## src/rtl/seq_div.sv

```systemverilog
// seq_div: restoring unsigned divider, one quotient bit per clock, start/done handshake.
module fa (
  input  logic a,
  input  logic b,
  input  logic ci,
  output logic s,
  output logic co
);
  assign s  = a ^ b ^ ci;
  assign co = (a & b) | (ci & (a ^ b));
endmodule

module seq_div #(
  parameter int WIDTH = 8
) (
  input  logic             clk,
  input  logic             reset,
  input  logic             start,
  input  logic [WIDTH-1:0] dividend,
  input  logic [WIDTH-1:0] divisor,
  output logic [WIDTH-1:0] quotient,
  output logic [WIDTH-1:0] remainder,
  output logic             busy,
  output logic             done,
  output logic             div_by_zero
);
  localparam int CW = $clog2(WIDTH + 1);
  typedef enum logic [1:0] {IDLE, RUN, DONE} state_t;
  state_t state;
  logic [WIDTH:0] a, a_sh, d, a_nxt, nb;
  logic [WIDTH+1:0] c;
  logic [WIDTH-1:0] q, b, q_nxt;
  logic [CW-1:0] count;
  logic unused;
  assign a_sh = {a[WIDTH-1:0], q[WIDTH-1]};
  assign nb = ~{1'b0, b};
  assign c[0] = 1'b1;
  // A' - B as A' + ~B + 1 through a ripple chain; d[WIDTH] set means A' < B
  for (genvar i = 0; i <= WIDTH; i++) begin : g_sub
    fa u_fa (.a(a_sh[i]), .b(nb[i]), .ci(c[i]), .s(d[i]), .co(c[i+1]));
    assign a_nxt[i] = d[WIDTH] ? a_sh[i] : d[i];
  end
  assign q_nxt = {q[WIDTH-2:0], ~d[WIDTH]};
  assign unused = ^{a[WIDTH], c[WIDTH+1]};
  always_ff @(posedge clk or negedge reset) begin
    if (!reset) begin
      state       <= IDLE;
      a           <= '0;
      q           <= '0;
      b           <= '0;
      count       <= '0;
      quotient    <= '0;
      remainder   <= '0;
      busy        <= 1'b0;
      done        <= 1'b0;
      div_by_zero <= 1'b0;
    end else begin
      case (state)
        IDLE: begin
          if (start && divisor != '0) begin
            a           <= '0;
            q           <= dividend;
            b           <= divisor;
            count       <= '0;
            div_by_zero <= 1'b0;
            busy        <= 1'b1;
            state       <= RUN;
          end else if (start) begin
            quotient    <= '1;
            remainder   <= dividend;
            div_by_zero <= 1'b1;
            busy        <= 1'b1;
            done        <= 1'b1;
            state       <= DONE;
          end
        end
        RUN: begin
          a     <= a_nxt;
          q     <= q_nxt;
          count <= count + CW'(1);
          if (count == CW'(WIDTH - 1)) begin
            quotient  <= q_nxt;
            remainder <= a_nxt[WIDTH-1:0];
            done      <= 1'b1;
            state     <= DONE;
          end
        end
        default: begin
          done  <= 1'b0;
          busy  <= 1'b0;
          state <= IDLE;
        end
      endcase
    end
  end
endmodule

```

## config.mk

```make
export PLATFORM = sky130hd
export DESIGN_NAME = seq_div
export DESIGN_NICKNAME = d
export VERILOG_FILES = /design/src/rtl/seq_div.sv
export SDC_FILE = /design/constraint.sdc
export NUM_CORES = 1
export LEC_CHECK = 0
export BUFFER_PORTS_ARGS = -buffer_cell sky130_fd_sc_hd__clkbuf_2
export CAP_MARGIN = 0
export CORE_MARGIN = 2
export CORE_UTILIZATION = 55
export CTS_BUF_LIST = sky130_fd_sc_hd__clkbuf_4 sky130_fd_sc_hd__clkbuf_8 sky130_fd_sc_hd__clkbuf_16
export CTS_CLUSTER_DIAMETER = 30
export CTS_CLUSTER_SIZE = 10
export DETAILED_ROUTE_END_ITERATION = 10
export GPL_TIMING_DRIVEN = 0
export PLACE_DENSITY = 0.88
export RECOVER_POWER = 50
export SYNTH_ARGS = -nofsm -noshare
export SYNTH_HDL_FRONTEND = slang
export SYNTH_SLANG_ARGS = --single-unit
```

## constraint.sdc

```tcl
create_clock -name clk -period 6.8 [get_ports clk]
set_clock_uncertainty 0.1 [all_clocks]
set_input_delay 1.36 -clock clk [delete_from_list [all_inputs] [get_ports clk]]
set_output_delay 1.36 -clock clk [all_outputs]
set_load 0.01 [all_outputs]
```

# Word level (Yosys, flattened, before mapping)
# Index checks and enable logic that the tools add are counted.
# totals
wordCells	107
regBits	49
# op_classes
n_reduce_logical	12
n_bitwise	44
muxes	33
n_eq_ne	7
add_sub_neg	1
# ops
operator	count
2-to-1 mux 8 bit	8
one-hot mux 8 bit (2 select lines)	4
bitwise XOR 1 bit	17
AND 1 bit	15
2-to-1 mux 1 bit	13
AND reduction 2 bit	5
inverter 8 -> 9 bit	1
!= test 2 bit, second input constant	4
OR 1 bit	8
one-hot mux 4 bit (2 select lines)	1
nonzero test 8 bit	1
2-to-1 mux 2 bit	3
adder 4 x 1 -> 4 bit, second input constant	1
equality test 4 x 3 -> 1 bit, second input constant	1
2-to-1 mux 4 bit	1
one-hot mux 1 bit (2 select lines)	2
one-hot mux 2 bit (2 select lines)	1
AND reduction 4 bit	1
nonzero test 2 bit	2
!= test 3 bit, second input constant	1
inverter 1 bit	3
AND reduction 3 bit	1
equality test 2 x 1 -> 1 bit, second input constant	1
zero test 2 bit	1
logical AND 1 bit	1

# Longest topological paths before layout
# Gate-level depths: netlist of the first run.
# logic_depth
ltp_word	21
mapped_depth	17

# Modules after synthesis
# A second synthesis of the first run with hierarchy kept.
# hier_totals
cells_unflattened	216
hier_area_um2	2441.1
# modules_own_cells
mod	cells_each	area_each_um2	instances
seq_div	207	2260.9	1
fa	1	20.0	9

# Least setup slack after synthesis of the first run
# No wires, ideal clock.
# synth_path
path_type	register -> register
from	register q[7]
to	register remainder[1]
slack_ps	2323
setup_ps	125
stages_incl_launch_ff	18
synth_period_minus_slack_ps	4477
arrival_time_ps	4252
path_cell_list	dfrtp_1 > inv_1 > ha_1 > inv_1 > fa_1 > fa_1 > fa_1 > fa_1 > fa_1 > inv_1 > fa_1 > inv_1 > fa_1 > xnor2_1 > buf_2 > mux2i_1 > o21ai_0 > mux2_4
# synth_between
elab_chain_cells	20
# synth_rtl
element	line_no	text
from (decl)	32	logic [WIDTH-1:0] q, b, q_nxt;
from (signal assigned)	62	q <= dividend;
from (signal assigned)	79	q <= q_nxt;
AND 1 bit / bitwise XOR 1 bit (equally long branches)	10	assign co = (a & b) | (ci & (a ^ b));
OR 1 bit (*)	10	
AND 1 bit	10	
OR 1 bit	10	
AND 1 bit	10	
OR 1 bit	10	
AND 1 bit	10	
OR 1 bit	10	
[4 not listed]	--	
AND 1 bit	10	
OR 1 bit	10	
AND 1 bit	10	
OR 1 bit	10	
bitwise XOR 1 bit	9	assign s = a ^ b ^ ci;
2-to-1 mux 1 bit (*)	41	assign a_nxt[i] = d[WIDTH] ? a_sh[i] : d[i];
2-to-1 mux 8 bit (*)	81	if (count == CW'(WIDTH - 1)) begin
one-hot mux 8 bit (2 select lines) (*)	58	case (state)
to (signal assigned)	70	remainder <= dividend;
to (signal assigned)	83	remainder <= a_nxt[WIDTH-1:0];
to (decl)	22	output logic [WIDTH-1:0] remainder,
# Every way passes the cells marked *; elsewhere a longest branch is shown, timed or not. The select of a mux whose other input is x is not followed.
# A chain may end at the register's enable or synchronous reset.

# Final worst setup path of the first run
# layout_path
from	register q[7]
to	register remainder[5]
# layout_between
elab_chain_cells	20
# layout_rtl
element	line_no
AND 1 bit / bitwise XOR 1 bit (equally long branches)	10
OR 1 bit (*)	10
AND 1 bit (*)	10
OR 1 bit (*)	10
AND 1 bit (*)	10
OR 1 bit (*)	10
AND 1 bit (*)	10
OR 1 bit (*)	10
[4 not listed]	--
AND 1 bit	10
OR 1 bit	10
AND 1 bit	10
OR 1 bit	10
bitwise XOR 1 bit	9
2-to-1 mux 1 bit (*)	41
2-to-1 mux 8 bit (*)	81
one-hot mux 8 bit (2 select lines) (*)	58
# Marked as above.

==> results.md, run 1 <==
- First-pass GRT wire length: between 8 and 9 mm
- Ports: 38
- Antenna diodes: 0
- Pin count of the biggest net entering global routing: 50
- Post-synthesis cell count: about 220
- Final hold vios: 0
- Lkg Pwr: ~1.3 nW
- Pins over their slew limit: 50
- Drt pass-1 iters: 4
- Layout Utilization: between 60% and 70%
- Layout area overhead: 12.5%
- Fin crit share: a little under three quarters
- RSZ-0062 raised after global routing: false
- Average cell area after synthesis: between 10 and 15 um^2
- Area occupied by multi-input gates: between 1000 and 1500 um^2
- Reg area: 1230 um^2
- Clock sinks: 49
- Post-placement cell area: 2760 um^2
- Total power: 1.54 mW
- PwrDens: 547 nW/um^2
- Post-CTS Hold Buffers: 0
- First DRT Iteration DRCs: 82
- Worst slew margin: -73.4%
- Initial Util: 57.2%
- Vias in the first global route: between 1,500 and 2,000
- Sequential fraction of the synthesis area: around 50%
- CP Max Fanout: 10
- Via density: 5.58
- Row cnt: 24
- Mapped Nets: 243
- Clock Pin Slew Worst Setup and Hold Paths: 0.09 ns
- Post-DP HPWL: 3.76 mm
- Drt drc: 0
- Synth warnings: 0
- # setup viols final: 0
- Critical path class: reg2reg
- Fin crit period: 4.82 ns
- Die area: 5120 um^2
- Worst vdd ir: 0.387 mV
- Root Buffer: clkbuf_8
- Max Cap Viol: 1
- H-tree depth: 2
- Worst-Margin Slew: 2.60 ns
- Min-Delay Path Class: reg2reg
- CTS tree: built
- IO buf count: 37
- Vias: 1,736
- Placed insts: ~300
- Worst Setup Start Kind: flop
- Status: complete, but fails checks
- Initial antenna violation count: 0
- Top cell type's share of synthesized area: 48.9%
- Final WS setup: 1.98 ns
- Post-synth EDFFs: 0
- Setup Buffers After CTS: 0
- Antenna viol nets, final: 0
- Detailed Route WL: 5.16 mm
- Final instance area: between 2000 and 3000 um^2
- Layout cells sized above 1: 22.8%
- Ys async rst share: 100%
- Die Width: between 70 and 80 um
- Post-route setup TNS: 0 ns
- RD Place Congestion: between 0.8 and 0.9
- Failing checks: capacitance limit, slew limit
- Critical path arrival: 4.91 ns
- Worst-skew pair later-pin latency: approximately 0.30 ns
- Final Non-Filler Cells: 311
- Hold Slack: roughly 0.40 ns
- Final #Nets: roughly 290
- CP endpoint kind: flop
- Most common flop cell mapped by yosys: dfrtp_1
- CP required: 6.89 ns
- Drt wl/cell: approximately 17 um
- Most frequent cell after synthesis: dfrtp_1
- Number of buffers created by CTS: 5
- Post-synth top area cell: dfrtp_1
- Die Y: approximately 70 um
- FMAX: 208 MHz
- Post-synth design cell area: between 2000 and 3000 um^2
- Global Route Usage Sum: 22.2%
- Dpl ws: between 2 and 2.5 ns
- CTS resizes: 0
- Synth area leaders: dfrtp_1 (49%), mux2_2 (6.3%), fa_1 (5.6%)
- Clock buffer depth: 2
- Post-synthesis sequential element count: 49
- Total gr overflow: 0
- Post-synth top cells: dfrtp_1 (49), nand2_1 (32), inv_1 (15), o21ai_0 (15), mux2_2 (14)
- Core Footprint: 4380 um^2
- Fill count: 364
- Cell variety after synth: 39
report_power, final:
group	total, mW	internal (mW)	leakage, nW	switching [mW]
clock	0.179	0.0849	0.0477	0.0937
combinational	0.837	0.391	0.659	0.446
sequential	0.529	0.438	0.591	0.0908
cell type report:
cell class	instances	area share [%]
Sequential cell	49	43.4
Inverter	15	1.99
Timing Repair Buffer	37	5.63
Clock buffer	7	3.19
Buffer	10	2.35
Tap cell	52	2.30
Multi-Input combinational cell	141	41.1
metal layers:
metal | wire [um] | share of wire (%) | track usage, % | vias to the layer above
met2 | 2530 | 49 | 37.1 | 44
li1 | - | - | - | 818
met3 | 194 | 3.8 | 4.50 | 13
met5 | 0 | 0 | 0 | -
met1 | 2320 | 45 | 28.4 | 861
met4 | 115 | 2.2 | 8.81 | 0
worst max-delay path, cell delays in order, from the launching register on:
cell and delay [ns]:
dfrtp_1 0.41, inv_1 0.06, ha_1 0.13, inv_1 0.05, fa_1 0.38, fa_1 0.41, fa_1 0.45, fa_1 0.43
fa_1 0.39, inv_1 0.08, fa_1 0.16, inv_1 0.05, fa_1 0.47, xnor2_1 0.18, buf_2 0.29, mux2i_1 0.28
o21ai_0 0.11, mux2_4 0.28
cell usage in the layout (no fill, tap or decap), drive strengths merged, types with 2 or more instances in the layout:
| master | n |
|---|---|
| mux2 | 27 |
| nand2b | 8 |
| o21ai | 15 |
| mux2i | 7 |
| nand3 | 2 |
| nand2 | 32 |
| clkbuf | 48 |
| nor3 | 3 |
| o22ai | 2 |
| dfrtp | 49 |
| ha | 2 |
| a21o | 2 |
| a22o | 3 |
| nand3b | 2 |
| o2bb2ai | 5 |
| buf | 6 |
| nor2 | 3 |
| nor2b | 3 |
| fa | 7 |
| inv | 15 |
| a21oi | 5 |
| nor4 | 2 |
final timing paths:
check | start | to | slack [ns] | depth (start not counted)
min | quotient[1] | quotient[1] | 0.40 | 1
min reg2reg | quotient[1] | quotient[1] | 0.40 | 1
min in group asynchronous | reset | q[7] | 1.77 | 1
max in group asynchronous | reset | count[3] | 3.36 | 1
max reg2reg | q[7] | remainder[5] | 1.98 | 17
max | q[7] | remainder[5] | 1.98 | 17
registers in the layout, indices dropped and copies added, names as in the netlist:
signal,flops
a,8
remainder,8
done,1
busy,1
div_by_zero,1
quotient,8
q,8
state,2
b,8
count,4
logic make-up (layout without fill, tap and decap cells):
logic type,after synthesis,after routing,synth area share [%]
AND/OR/NAND/NOR,58,58,12.3
buffers and inverters,25,69,4.89
adder cells (fa/ha/maj),9,9,6.58
AO/OA/AOI/OAI,39,39,11.0
multiplexers,34,34,16.1
flip-flops,49,49,48.9
XOR/XNOR,1,1,0.349
(Power assumes the default switching activity.)
==> run 2, diff against run 1 <==
--- a/config.mk
+++ b/config.mk
@@ -5,6 +5,7 @@
 export SDC_FILE = /design/constraint.sdc
 export NUM_CORES = 1
 export LEC_CHECK = 0
+export ABC_AREA = 1
 export BUFFER_PORTS_ARGS = -buffer_cell sky130_fd_sc_hd__clkbuf_2
 export CAP_MARGIN = 0
 export CORE_MARGIN = 2
==> constraint.sdc (replaced) <==
create_clock -name clk -period 4.71 [get_ports clk]
set_clock_uncertainty 0.1 [all_clocks]
set_input_delay 0.942 -clock clk [delete_from_list [all_inputs] [get_ports clk]]
set_output_delay 0.942 -clock clk [all_outputs]
set_load 0.01 [all_outputs]
==> run 2 against run 1 <==
The run still ends with capacitance limit, slew limit left. Total power up 41%. Critical path depth up 1. Register-to-register slack worse by 1.7 ns. Flip-flop and latch count unchanged. Critical endpoint is now a[1]. Largest power group unchanged. Highest routed layer unchanged.
==> results.md, run 2 <==
- Status: complete, but fails checks
- Failing checks: capacitance limit, slew limit
- Top cell type's share of synthesized area: 48.7% (-0.15 points)
- Core Footprint: 4380 um^2 (unchanged)
- Flop pwr share: 34.2% (about the same)
- Number of buffers created by CTS: 5 (unchanged)
- Sw power: 939 uW (+49%)
- Die Width: 71.7 um (+0.14%)
- Synth area leaders: dfrtp_1 (49%), nand2_1 (20%), fa_1 (5.6%)
- Mapped Nets: 321 (+32%)
- Pin count of the biggest net entering global routing: 50 (unchanged)
- Global Route Usage Sum: 22.2% (+0.054 points)
- Total gr overflow: 0 (unchanged)
- Post-DP HPWL: 3.77 mm (+0.34%)
- Critical path class: reg2reg
- Placed insts: 382 (+26%)
- Row cnt: 24 (unchanged)
- PwrDens: 759 nW/um^2 (+39%)
- Worst-skew pair later-pin latency: 0.32 ns (+0.02 ns)
- Post-synthesis sequential element count: 49 (unchanged)
- Fin crit period: 4.40 ns (-0.415 ns)
- Worst vdd ir: 0.357 mV (-7.7%)
- First-pass GRT wire length: 8.74 mm (+0.96%)
- Final hold vios: 0 (unchanged)
- Layout cells sized above 1: 20.9% (-1.8 points)
- CP endpoint kind: flop
- Cell variety after synth: 24 (-38%)
- Initial antenna violation count: 0 (unchanged)
- Clock sinks: 49 (unchanged)
- RD Place Congestion: 0.866 (+6.4%)
- Antenna viol nets, final: 0 (unchanged)
- Final WS setup: 0.307 ns (-1.67 ns)
- Final Non-Filler Cells: 391 (+26%)
- Clock buffer depth: 2 (unchanged)
- Drt drc: 0 (unchanged)
- Post-synth EDFFs: 0 (unchanged)
- Antenna diodes: 0 (unchanged)
- P_int: 1.23 mW (+35%)
- Post-synth top cells: nand2_1 (133), dfrtp_1 (49), nand3_1 (18)
- First DRT Iteration DRCs: 237 (+190%)
- Pins over their slew limit: 31 (-38%)
- Via density: 5.15 (-7.8%)
- Vias in the first global route: 1,904 (+4.3%)
- Lkg Pwr: 1.54 nW (+19%)
- Combinational power share: 51.2% (-3.0 points)
- Vias: 2,012 (+16%)
- Post-route setup TNS: 0 ns (unchanged)
- Layout Utilization: 65.2% (+0.83 points)
- Clock Pin Slew Worst Setup and Hold Paths: 0.09 ns (about the same)
- CTS resizes: 0 (unchanged)
- Worst Setup Start Kind: flop
- Max Cap Viol: 1 (unchanged)
- Die Y: 71.7 um (+0.14%)
- Most common cell after layout, fill and taps aside: nand2_1
- Post-CTS Hold Buffers: 0 (unchanged)
- Worst slew margin: -3.15% (+70 points)
- Root Buffer: clkbuf_8
- IO buf count: 37 (unchanged)
- Most frequent cell after synthesis: nand2_1
- CP required: 4.87 ns (-2.02 ns)
- Slowest CP cell: fa_1
- Synth warnings: 0 (unchanged)
- Ports: 38 (unchanged)
- Worst-Margin Slew: 1.55 ns (-1.05 ns)
- Critical path arrival: 4.57 ns (-0.34 ns)
- H-tree depth: 2 (unchanged)
- Post-synth design cell area: 2520 um^2 (+0.30%)
- Slowest stage delay, CP: 0.43 ns (-0.04 ns)
- Setup Buffers After CTS: 0 (unchanged)
- Cell family with most CP delay: adder cells
- FMAX: 227 MHz (+9.4%)
- Layout area overhead: 13.6%
- Average cell area after synthesis: 8.59 um^2 (-26%)
- Switch share: 43.2% (+2.4 points)
- Clk pwr share: 14.6% (+3.0 points)
- Die area: 5130 um^2 (+0.28%)
- Fin crit share: 93.5% (+23 points)
- Hold Slack: 0.386 ns (-0.0131 ns)
- Most used cell, CP: fa_1
- CTS tree: built
- Ys async rst share: 100% (unchanged)
- Detailed Route WL: 5.15 mm (about the same)
- Sequential fraction of the synthesis area: 48.7% (-0.15 points)
- Buf/Inv on CP: 4 (-1)
- Min-Delay Path Class: reg2reg
- Most common flop cell mapped by yosys: dfrtp_1
- Final #Nets: 366 (+28%)
- Post-synthesis cell count: 293 (+36%)
- Critical-path cell list: inv_1, ha_1, inv_1, fa_1, fa_1, fa_1, fa_1, fa_1, inv_1, fa_1, inv_1, fa_1, nand2_1, nand2_1, nor2_4, nand2_1, and2_1, nand2_1
- CP Max Fanout: 8 (-2)
- # setup viols final: 0 (unchanged)
- Initial Util: 57.4% (+0.17 points)
- Drt pass-1 iters: 5 (+1)
- RSZ-0062 raised after global routing: false
- Dpl ws: 0.322 ns (-1.70 ns)
- Drt wl/cell: 13.2 um (-20%)
- Commonest non-fill, non-tap cells in the layout: nand2_1 (134), dfrtp_1 (49), clkbuf_2 (35), nand3_1 (18), inv_1 (16)
- Post-synth top area cell: dfrtp_1
[run 2: changes by cell type after synthesis, sizes merged, moves of 7 or more]
cell    change
nand3      +16
and2        +8
nor2       +14
mux2       -27
nand2     +106
nand2b      -8
mux2i       -7
[run 2: cells by family after synthesis]
| family | share of synthesized area (%) |
|---|---|
| compound gates | 7.46 |
| fa+ha+maj | 6.56 |
| buf+inv | 6.76 |
| flops | 48.7 |
| simple gates | 30.5 |
[run 2: cell type report]
class | count | area [um^2]
Clock buffer | 6 | 82.6
Multi-Input combinational cell | 216 | 1100
Clock inverter | 2 | 37.5
Buffer | 8 | 87.6
Tap cell | 52 | 65.1
Sequential cell | 49 | 1230
Fill cell | 374 | 1520
Inverter | 20 | 75.1
Timing Repair Buffer | 38 | 186
[run 2: path summary, 6_finish.rpt]
path,endpoint,cells past startpoint,start,slack [ns]
setup / recovery,a[1],18,q[7],0.31
min in group asynchronous,a[1],1,reset,0.69
hold reg to reg,quotient[4],2,quotient[4],0.39
max in group asynchronous,a[0],2,reset,1.85
setup reg to reg,a[1],18,q[7],0.31
hold / removal,quotient[4],2,quotient[4],0.39
[run 2: power groups by stage]
stage               Clock (mW)  Combinational [mW]  Sequential (mW)
finish                   0.318                1.11            0.742
global route             0.334                1.28            0.762
CTS                      0.321                1.14            0.742
detailed placement           0                1.13            0.749
global placement             0                1.09            0.742
floorplan                    0               0.815            0.766
[run 2: worst register-to-register path, delay by kind of cell (launching register included)]
kind / cells / cell delay [ns]
simple gates: 6 / 0.81
flops: 1 / 0.41
fa+ha+maj: 8 / 2.74
buf+inv: 4 / 0.28
[run 2: through the flow]
step | cell area, um^2 | power (mW)
floorplan | 2520 | 1.58
global placement | 2770 | 1.83
detailed placement | 2770 | 1.88
CTS | 2890 | 2.20
global route | 2860 | 2.38
finish | 2860 | 2.17
[run 2: layer usage]
metal / vias to the layer above / GRT usage, % / wire (um)
li1: 997 / - / -
met1: 941 / 29.2 / 2200
met2: 68 / 37.1 / 2550
met3: 6 / 4.92 / 351
met4: 0 / 6.50 / 50
met5: - / 0 / 0
